$ cat src/rtl/sr_64b_pipe_if.sv
// Stream interface for sr_64b_pipe: operand/valid/ready in, result/valid/ready out.
interface sr_64b_pipe_if;
  logic        init_i;
  logic        ready_o;
  logic [1:0]  op_i;
  logic [5:0]  shift_i;
  logic [63:0] data_i;
  logic        done_o;
  logic        ready_i;
  logic [63:0] data_o;

  modport master (
    output init_i, op_i, shift_i, data_i, ready_i,
    input  ready_o, done_o, data_o
  );

  modport slave (
    input  init_i, op_i, shift_i, data_i, ready_i,
    output ready_o, done_o, data_o
  );
endinterface

$ cat src/rtl/sr_64b_pipe.sv
// Three-stage 64-bit right shifter (SRL/SRA, ROR when SR_64B_PIPE_ROTATE_EN is defined)
// with a global stall on downstream back-pressure and an optional output register.
module sr_64b_pipe #(
  parameter int OUT_REG = 1
) (
  input  logic          clk_i,
  input  logic          rst_i,
  sr_64b_pipe_if.slave  bus
);

  // Shift d right by amt; the upper half of the 128-bit window supplies the fill bits.
  function automatic logic [63:0] shr_stage(input logic [63:0] d, input logic [5:0] amt,
                                            input logic sra, input logic ror, input logic sign);
    logic [63:0]  fill;
    logic [127:0] wide;
    fill = ror ? d : {64{sra & sign}};
    wide = {fill, d} >> amt;
    return wide[63:0];
  endfunction

  logic stall;
  logic accept;
  logic ror_in;
  logic sra_in;

`ifdef SR_64B_PIPE_ROTATE_EN
  assign ror_in = bus.op_i[1];
`else
  logic unused_op1;
  assign unused_op1 = bus.op_i[1];
  assign ror_in     = 1'b0;
`endif
  assign sra_in = bus.op_i[0] & ~ror_in;

  logic        v1_q, v1_d, v2_q, v2_d, v3_q, v3_d;
  logic [63:0] d1_q, d1_d, d2_q, d2_d, d3_q, d3_d;
  logic        sra1_q, sra1_d, sra2_q, sra2_d;
  logic        ror1_q, ror1_d, ror2_q, ror2_d;
  logic        sgn1_q, sgn1_d, sgn2_q, sgn2_d;
  logic [3:0]  sh1_q, sh1_d;
  logic [1:0]  sh2_q, sh2_d;

  assign stall       = bus.done_o & ~bus.ready_i;
  assign bus.ready_o = ~stall;
  assign accept      = bus.init_i & ~stall;

  always_comb begin
    v1_d   = accept;
    d1_d   = shr_stage(bus.data_i, {4'b0000, bus.shift_i[1:0]}, sra_in, ror_in, bus.data_i[63]);
    sra1_d = sra_in;
    ror1_d = ror_in;
    sgn1_d = bus.data_i[63];
    sh1_d  = bus.shift_i[5:2];

    v2_d   = v1_q;
    d2_d   = shr_stage(d1_q, {2'b00, sh1_q[1:0], 2'b00}, sra1_q, ror1_q, sgn1_q);
    sra2_d = sra1_q;
    ror2_d = ror1_q;
    sgn2_d = sgn1_q;
    sh2_d  = sh1_q[3:2];

    v3_d   = v2_q;
    d3_d   = shr_stage(d2_q, {sh2_q, 4'b0000}, sra2_q, ror2_q, sgn2_q);
  end

  always_ff @(posedge clk_i) begin
    if (rst_i) begin
      v1_q   <= 1'b0;
      d1_q   <= '0;
      sra1_q <= 1'b0;
      ror1_q <= 1'b0;
      sgn1_q <= 1'b0;
      sh1_q  <= '0;
      v2_q   <= 1'b0;
      d2_q   <= '0;
      sra2_q <= 1'b0;
      ror2_q <= 1'b0;
      sgn2_q <= 1'b0;
      sh2_q  <= '0;
      v3_q   <= 1'b0;
      d3_q   <= '0;
    end else if (!stall) begin
      v1_q   <= v1_d;
      d1_q   <= d1_d;
      sra1_q <= sra1_d;
      ror1_q <= ror1_d;
      sgn1_q <= sgn1_d;
      sh1_q  <= sh1_d;
      v2_q   <= v2_d;
      d2_q   <= d2_d;
      sra2_q <= sra2_d;
      ror2_q <= ror2_d;
      sgn2_q <= sgn2_d;
      sh2_q  <= sh2_d;
      v3_q   <= v3_d;
      d3_q   <= d3_d;
    end
  end

  generate
    if (OUT_REG != 0) begin : g_out_reg
      logic        vo_q;
      logic [63:0] do_q;
      always_ff @(posedge clk_i) begin
        if (rst_i) begin
          vo_q <= 1'b0;
          do_q <= '0;
        end else if (!stall) begin
          vo_q <= v3_q;
          do_q <= d3_q;
        end
      end
      assign bus.done_o = vo_q;
      assign bus.data_o = do_q;
    end else begin : g_no_out_reg
      assign bus.done_o = v3_q;
      assign bus.data_o = d3_q;
    end
  endgenerate

endmodule

$ cat src/flat_wrapper.sv
// flat-port wrapper written by rule: the top's interface ports become plain ports
module sr_64b_pipe_flat 
#(
  parameter int OUT_REG = 1
)
  (clk_i, rst_i, bus_init_i, bus_op_i, bus_shift_i, bus_data_i, bus_ready_i, bus_ready_o, bus_done_o, bus_data_o);
  sr_64b_pipe_if bus_i ();
  input  logic clk_i;
  input  logic rst_i;
  input wire logic [$bits(bus_i.init_i)-1:0] bus_init_i;
  input wire logic [$bits(bus_i.op_i)-1:0] bus_op_i;
  input wire logic [$bits(bus_i.shift_i)-1:0] bus_shift_i;
  input wire logic [$bits(bus_i.data_i)-1:0] bus_data_i;
  input wire logic [$bits(bus_i.ready_i)-1:0] bus_ready_i;
  output wire logic [$bits(bus_i.ready_o)-1:0] bus_ready_o;
  output wire logic [$bits(bus_i.done_o)-1:0] bus_done_o;
  output wire logic [$bits(bus_i.data_o)-1:0] bus_data_o;
  assign bus_i.init_i = bus_init_i;
  assign bus_i.op_i = bus_op_i;
  assign bus_i.shift_i = bus_shift_i;
  assign bus_i.data_i = bus_data_i;
  assign bus_i.ready_i = bus_ready_i;
  assign bus_ready_o = bus_i.ready_o;
  assign bus_done_o = bus_i.done_o;
  assign bus_data_o = bus_i.data_o;
  sr_64b_pipe #(.OUT_REG(OUT_REG)) u_core (.clk_i(clk_i), .rst_i(rst_i), .bus(bus_i));
endmodule
$ cat config.mk
export PLATFORM = sky130hd
export DESIGN_NAME = sr_64b_pipe_flat
export DESIGN_NICKNAME = d
export VERILOG_FILES = /design/src/rtl/sr_64b_pipe_if.sv /design/src/rtl/sr_64b_pipe.sv /design/src/flat_wrapper.sv
export SDC_FILE = /design/constraint.sdc
export NUM_CORES = 1
export LEC_CHECK = 0
export BUFFER_PORTS_ARGS = -buffer_cell sky130_fd_sc_hd__buf_2
export CELL_PAD_IN_SITES_DETAIL_PLACEMENT = 0
export CELL_PAD_IN_SITES_GLOBAL_PLACEMENT = 1
export CORE_ASPECT_RATIO = 2
export CORE_MARGIN = 2
export CORE_UTILIZATION = 41
export CTS_CLUSTER_DIAMETER = 50
export DETAILED_ROUTE_END_ITERATION = 12
export GPL_TIMING_DRIVEN = 0
export MAX_ROUTING_LAYER = met4
export PLACE_DENSITY_LB_ADDON = 0.1
export SLEW_MARGIN = 10
export SYNTH_ARGS = -nofsm -noshare
export SYNTH_HDL_FRONTEND = slang
export SYNTH_SLANG_ARGS = --single-unit
$ cat constraint.sdc
create_clock -name clk_i -period 1.55 [get_ports clk_i]
set_clock_uncertainty 0.05 [all_clocks]
set_input_delay 0.31 -clock clk_i [delete_from_list [all_inputs] [get_ports clk_i]]
set_output_delay 0.31 -clock clk_i [all_outputs]
set_load 0.05 [all_outputs]
# Yosys cells after proc, flatten, opt, wreduce, memory -nomap -nowiden
# Index checks and enable logic that the tools add are counted.
[totals]
register_bits = 270
inputBits = 76
out_inout_bits = 66
word_cells = 24
[classes]
shift = 3
n_bitwise = 7
[ops]
columns = ["op", "n"]
rows = [
  ["$shr A128 B2 Y64", 1],
  ["$shr A128 B4 Y64", 1],
  ["$shr A128 B6 Y64", 1],
  ["$and A1 B1 Y1", 5],
  ["$not A1 Y1", 2],
]

# Logic depth before layout (Yosys ltp)
[logic_depth]
depth_word = 4
mapped_depth = 7
mapped_depth_nobuf = 4

# Least setup slack after synthesis
# Ideal clock, no wire load.
[synth_path]
kind = "register to register"
start = "register u_core.g_out_reg.vo_q (netlist: u_core.bus.done_o)"
end = "register u_core.d3_q[22]"
setup_ps = 112
arrival_time_ps = 1707
t_required_ps = 1388
slack_ps = -320
path_stages_with_launch = 8
n_path_buf = 3
synth_period_minus_slack_ps = 1870
cell_sequence = "dfxtp_1 nor2b_2 buf_4 inv_2 and2_4 buf_6 buf_6 a2111oi_1"
[synth_between]
elab_chain_cells = 1
[synth_rtl]
columns = ["element", "line", "source"]
rows = [
  ["from (decl)", "sr_64b_pipe.sv:102", "logic vo_q;"],
  ["from (signal assigned)", "sr_64b_pipe.sv:109", "vo_q <= v3_q;"],
  ["$and A1 B1 Y1", "sr_64b_pipe.sv:43", "assign stall = bus.done_o & ~bus.ready_i;"],
  ["to (signal assigned)", "sr_64b_pipe.sv:81", "d3_q <= '0;"],
  ["to (signal assigned)", "sr_64b_pipe.sv:96", "d3_q <= d3_d;"],
  ["to (decl)", "sr_64b_pipe.sv:36", "logic [63:0] d1_q, d1_d, d2_q, d2_d, d3_q, d3_d;"],
]
# No other way between the ends.
# A chain may end at the register's enable or synchronous reset.

# Final worst setup path
[layout_path]
start = "register u_core.g_out_reg.vo_q (netlist: u_core.bus.done_o)"
end = "output bus_ready_o"
[layout_between]
elab_chain_cells = 2
[layout_rtl]
columns = ["element", "line", "source"]
rows = [
  ["$and A1 B1 Y1", "sr_64b_pipe.sv:43", ""],
  ["$not A1 Y1", "sr_64b_pipe.sv:44", "assign bus.ready_o = ~stall;"],
  ["to (decl)", "flat_wrapper.sv:15", "output wire logic [$bits(bus_i.ready_o)-1:0] bus_ready_o;"],
]
# No other way between the ends.

==> impl_metrics.toml <==
[global_route]
grt_pass1_vias = 11700
antenna_found_initial = 0
grt_pass1_wl_um = 71600
grt_max_degree = 17
grt_usage_pct = 28.6
grt_overflow = 0

[sta]
tns_ns = -23.77
min_period_ns = 1.92
tightest_slew_ns = 1.07
finalSetupViolCount = 138
drv_slew = 0
rsz0062_at_grt = "yes"
fin_crit_sh_pct = 124
slew-limit-headroom_pct = 29.0
fmax_mhz = 522
fin_ws_ns = -0.367
finalHoldViolCount = 0

[critical_path]
slowest_delay_ns = 0.34
endpoint_kind = "output port"
cp-startpoint = "u_core.bus.done_o"
r2r_cells = 5
r2r-end = "u_core.d3_q[61]"
cpMostUsedCell = "buf_12"
critical_path.top_delay_family = "buffers and inverters"
slowest_stage = "dfxtp_4"
r2r-start = "u_core.bus.done_o"
reg2reg_setup_slack_ns = -0.27
path_buf_inv = 5
critical_path.endpoint = "bus_ready_o"
arrival_ns = 1.56
path_depth = 6
startpoint_type = "register"
crit_type = "register to output port"
worst-path-max-fanout = 5
crit_path_cell_trace = "nor2b_4, buf_6, inv_6, buf_12, buf_12, buf_12"
required_ns = 1.19

[route]
via_per_inst = 5.51
dr.pass1.iters = 5
ant_nets = 0
wire_per_inst_um = 23.4
drc = 0
drt_iter0_drc = 655
vias = 11400
wl_um = 48500

[outcome]
outcome = "finished with violations"
violations = "setup timing"

[die]
die_x_um = 132
initial_utilization_pct = 41.6
design.die.area_um2 = 34300
rows = 93
fp.coreArea_um2 = 32200
die_y_um = 260
io-pin-count = 142

[power_and_ir_drop]
p_per_area_nw_per_um2 = 1060
vdd_drop_max_mv = 0.806
p_leak_nw = 6.43

[placed_design]
io_buffer_count = 137
placed_area_um2 = 14700
dp_hpwl_um = 37900
globalplace.congestion = 0.986

[cts]
clockBufferDepth = 3
clock_latency_ns = 0.54
tritoncts = "built"
clkTransAtPathRegs_ns = 0.07
clock_sinks = 270
numCtsBuffers = 25
h-tree-depth = 1
clock-root-buffer = "clkbuf_16"

[layout]
antenna_cells = 0
layout_common_cells = "dfxtp_1 (266), nand2_1 (264), buf_2 (154)"
layout_commonest_cell = "dfxtp_1"
layout-drive-gt1-share_pct = 30.7
final_area_um2 = 16700
fillCellCount = 3139
fin_nets = 1707
area_growth_pct = 24.6

[logic_synthesis]
synthesis.area_um2 = 13400
yosysSeqAreaShare_pct = 40.3
yosys.cell_types.count = 34
synth_nets = 1527
yosys_warnings = 0
synth_area_leaders = "dfxtp_1 (40%), mux4_2 (9.7%), nand2_1 (7.6%), mux2i_1 (6.9%), mux2_2 (6.6%)"
postSynthAreaPerCell_um2 = 9.25
synth_area_leader_cell = "dfxtp_1"
synth-seq-cells = 270
synth_top_area_share_pct = 40.3
synthCells = 1451

[worst_hold_path]
min_path_type = "input pin to register"

[flow_run]
drv_cap = 0
==> cell families (layout without fill, tap and decap cells) <==
group	count (synthesis)	after routing	synth area share (%)
AO/OA/AOI/OAI	313	313	14.1
buffers and inverters	144	341	5.23
AND/OR/NAND/NOR	495	495	17.1
flip-flops	270	270	40.3
multiplexers	229	229	23.2
==> flip-flops by register name, indices dropped and copies added, names as in the netlist <==
signal,cells
u_core.sh2_q,2
u_core.v2_q,1
u_core.sgn1_q,1
u_core.sra2_q,1
u_core.d1_q,64
u_core.bus.data_o,64
u_core.bus.done_o,1
u_core.v1_q,1
u_core.v3_q,1
u_core.d2_q,64
u_core.sgn2_q,1
u_core.sh1_q,4
u_core.sra1_q,1
u_core.d3_q,64
==> repair_timing <==
action | CTS | global route
hold endpoints to repair | 4 | 0
buffers inserted | 9 | 3
gates resized for setup | 180 | 67
endpoints found under the setup margin | 271 | 269
pin swaps | 18 | 28
cloned | 3 | 1
hold buffers | 4 | 0
==> where the power goes <==
part           total, mW  switching, mW  leakage (nW)  internal (mW)
Clock               7.18           2.80         0.467           4.38
Sequential          7.89          0.520          2.22           7.37
Combinational       2.71           1.47          3.74           1.24
Total               17.8           4.79          6.43           13.0
==> cells in the mapped netlist, drive strengths merged <==
| cell | number |
|---|---|
| a211oi | 41 |
| mux2 | 79 |
| a221o | 1 |
| mux2i | 92 |
| nand3b | 71 |
| a2111oi | 40 |
| mux4 | 58 |
| o211ai | 1 |
| and3 | 2 |
| nand2b | 1 |
| nor2 | 85 |
| o21ai | 71 |
| dfxtp | 270 |
| buf | 70 |
| or2 | 20 |
| and2 | 2 |
| nor3 | 2 |
| clkbuf | 72 |
| nand2 | 271 |
| a221oi | 1 |
| inv | 2 |
| a31oi | 2 |
| o21bai | 20 |
| nor2b | 41 |
| a21oi | 136 |
==> layout make-up <==
class,count,area (µm²),share of cell area (%)
flip-flops and latches,270,5420,32.4
multi-input cells,1037,7810,46.7
clock inverters,17,295,1.77
plain buffers,138,1030,6.17
clock buffers,27,653,3.91
well taps,427,534,3.20
inverters,2,12.5,0.0748
repair buffers,157,967,5.78
==> per-stage QoR <==
stage	cells	total power, mW	setup WS (ns)	hold slack, ns	utilization (%)
floorplan	1451	9.48	-0.0460	0.379	-
global placement	2015	10.4	-1.08	0.387	45.6
detailed placement	2015	10.4	-1.08	0.390	45.6
CTS	2071	17.8	-0.395	0.00658	51.2
global route	2075	18.4	-0.400	0.0171	51.9
finish	2075	17.8	-0.367	0.0267	51.9
==> routing by layer <==
metal  vias to the layer above  GRT usage, %  routed length, µm
met5                         -             -                  0
met4                         0          20.3               3990
met3                       147          2.63               1480
met2                       294          55.4              27200
met1                      5485          25.6              15800
li1                       5517             -                  -
==> how the worst min path moves through the flow <==
stage	slack, ns	cells after the start	end	start
after detailed placement	0.39	2	u_core.bus.data_o[45]	u_core.bus.data_o[45]
after global routing	0.02	3	u_core.sh1_q[3]	bus_shift_i[5]
after global placement	0.39	2	u_core.bus.data_o[41]	u_core.bus.data_o[41]
after floorplan	0.38	2	u_core.d1_q[0]	u_core.d1_q[0]
final	0.03	3	u_core.sh1_q[3]	bus_shift_i[5]
after CTS	0.007	3	u_core.sra1_q	bus_op_i[0]
==> worst register-to-register path, stage by stage, from the launching register on <==
cell,delay (ns)
dfxtp_4,0.34
nor2b_4,0.12
buf_6,0.12
a31oi_1,0.50
clkbuf_1,0.41
a211oi_1,0.15
(Power assumes the default switching activity.)
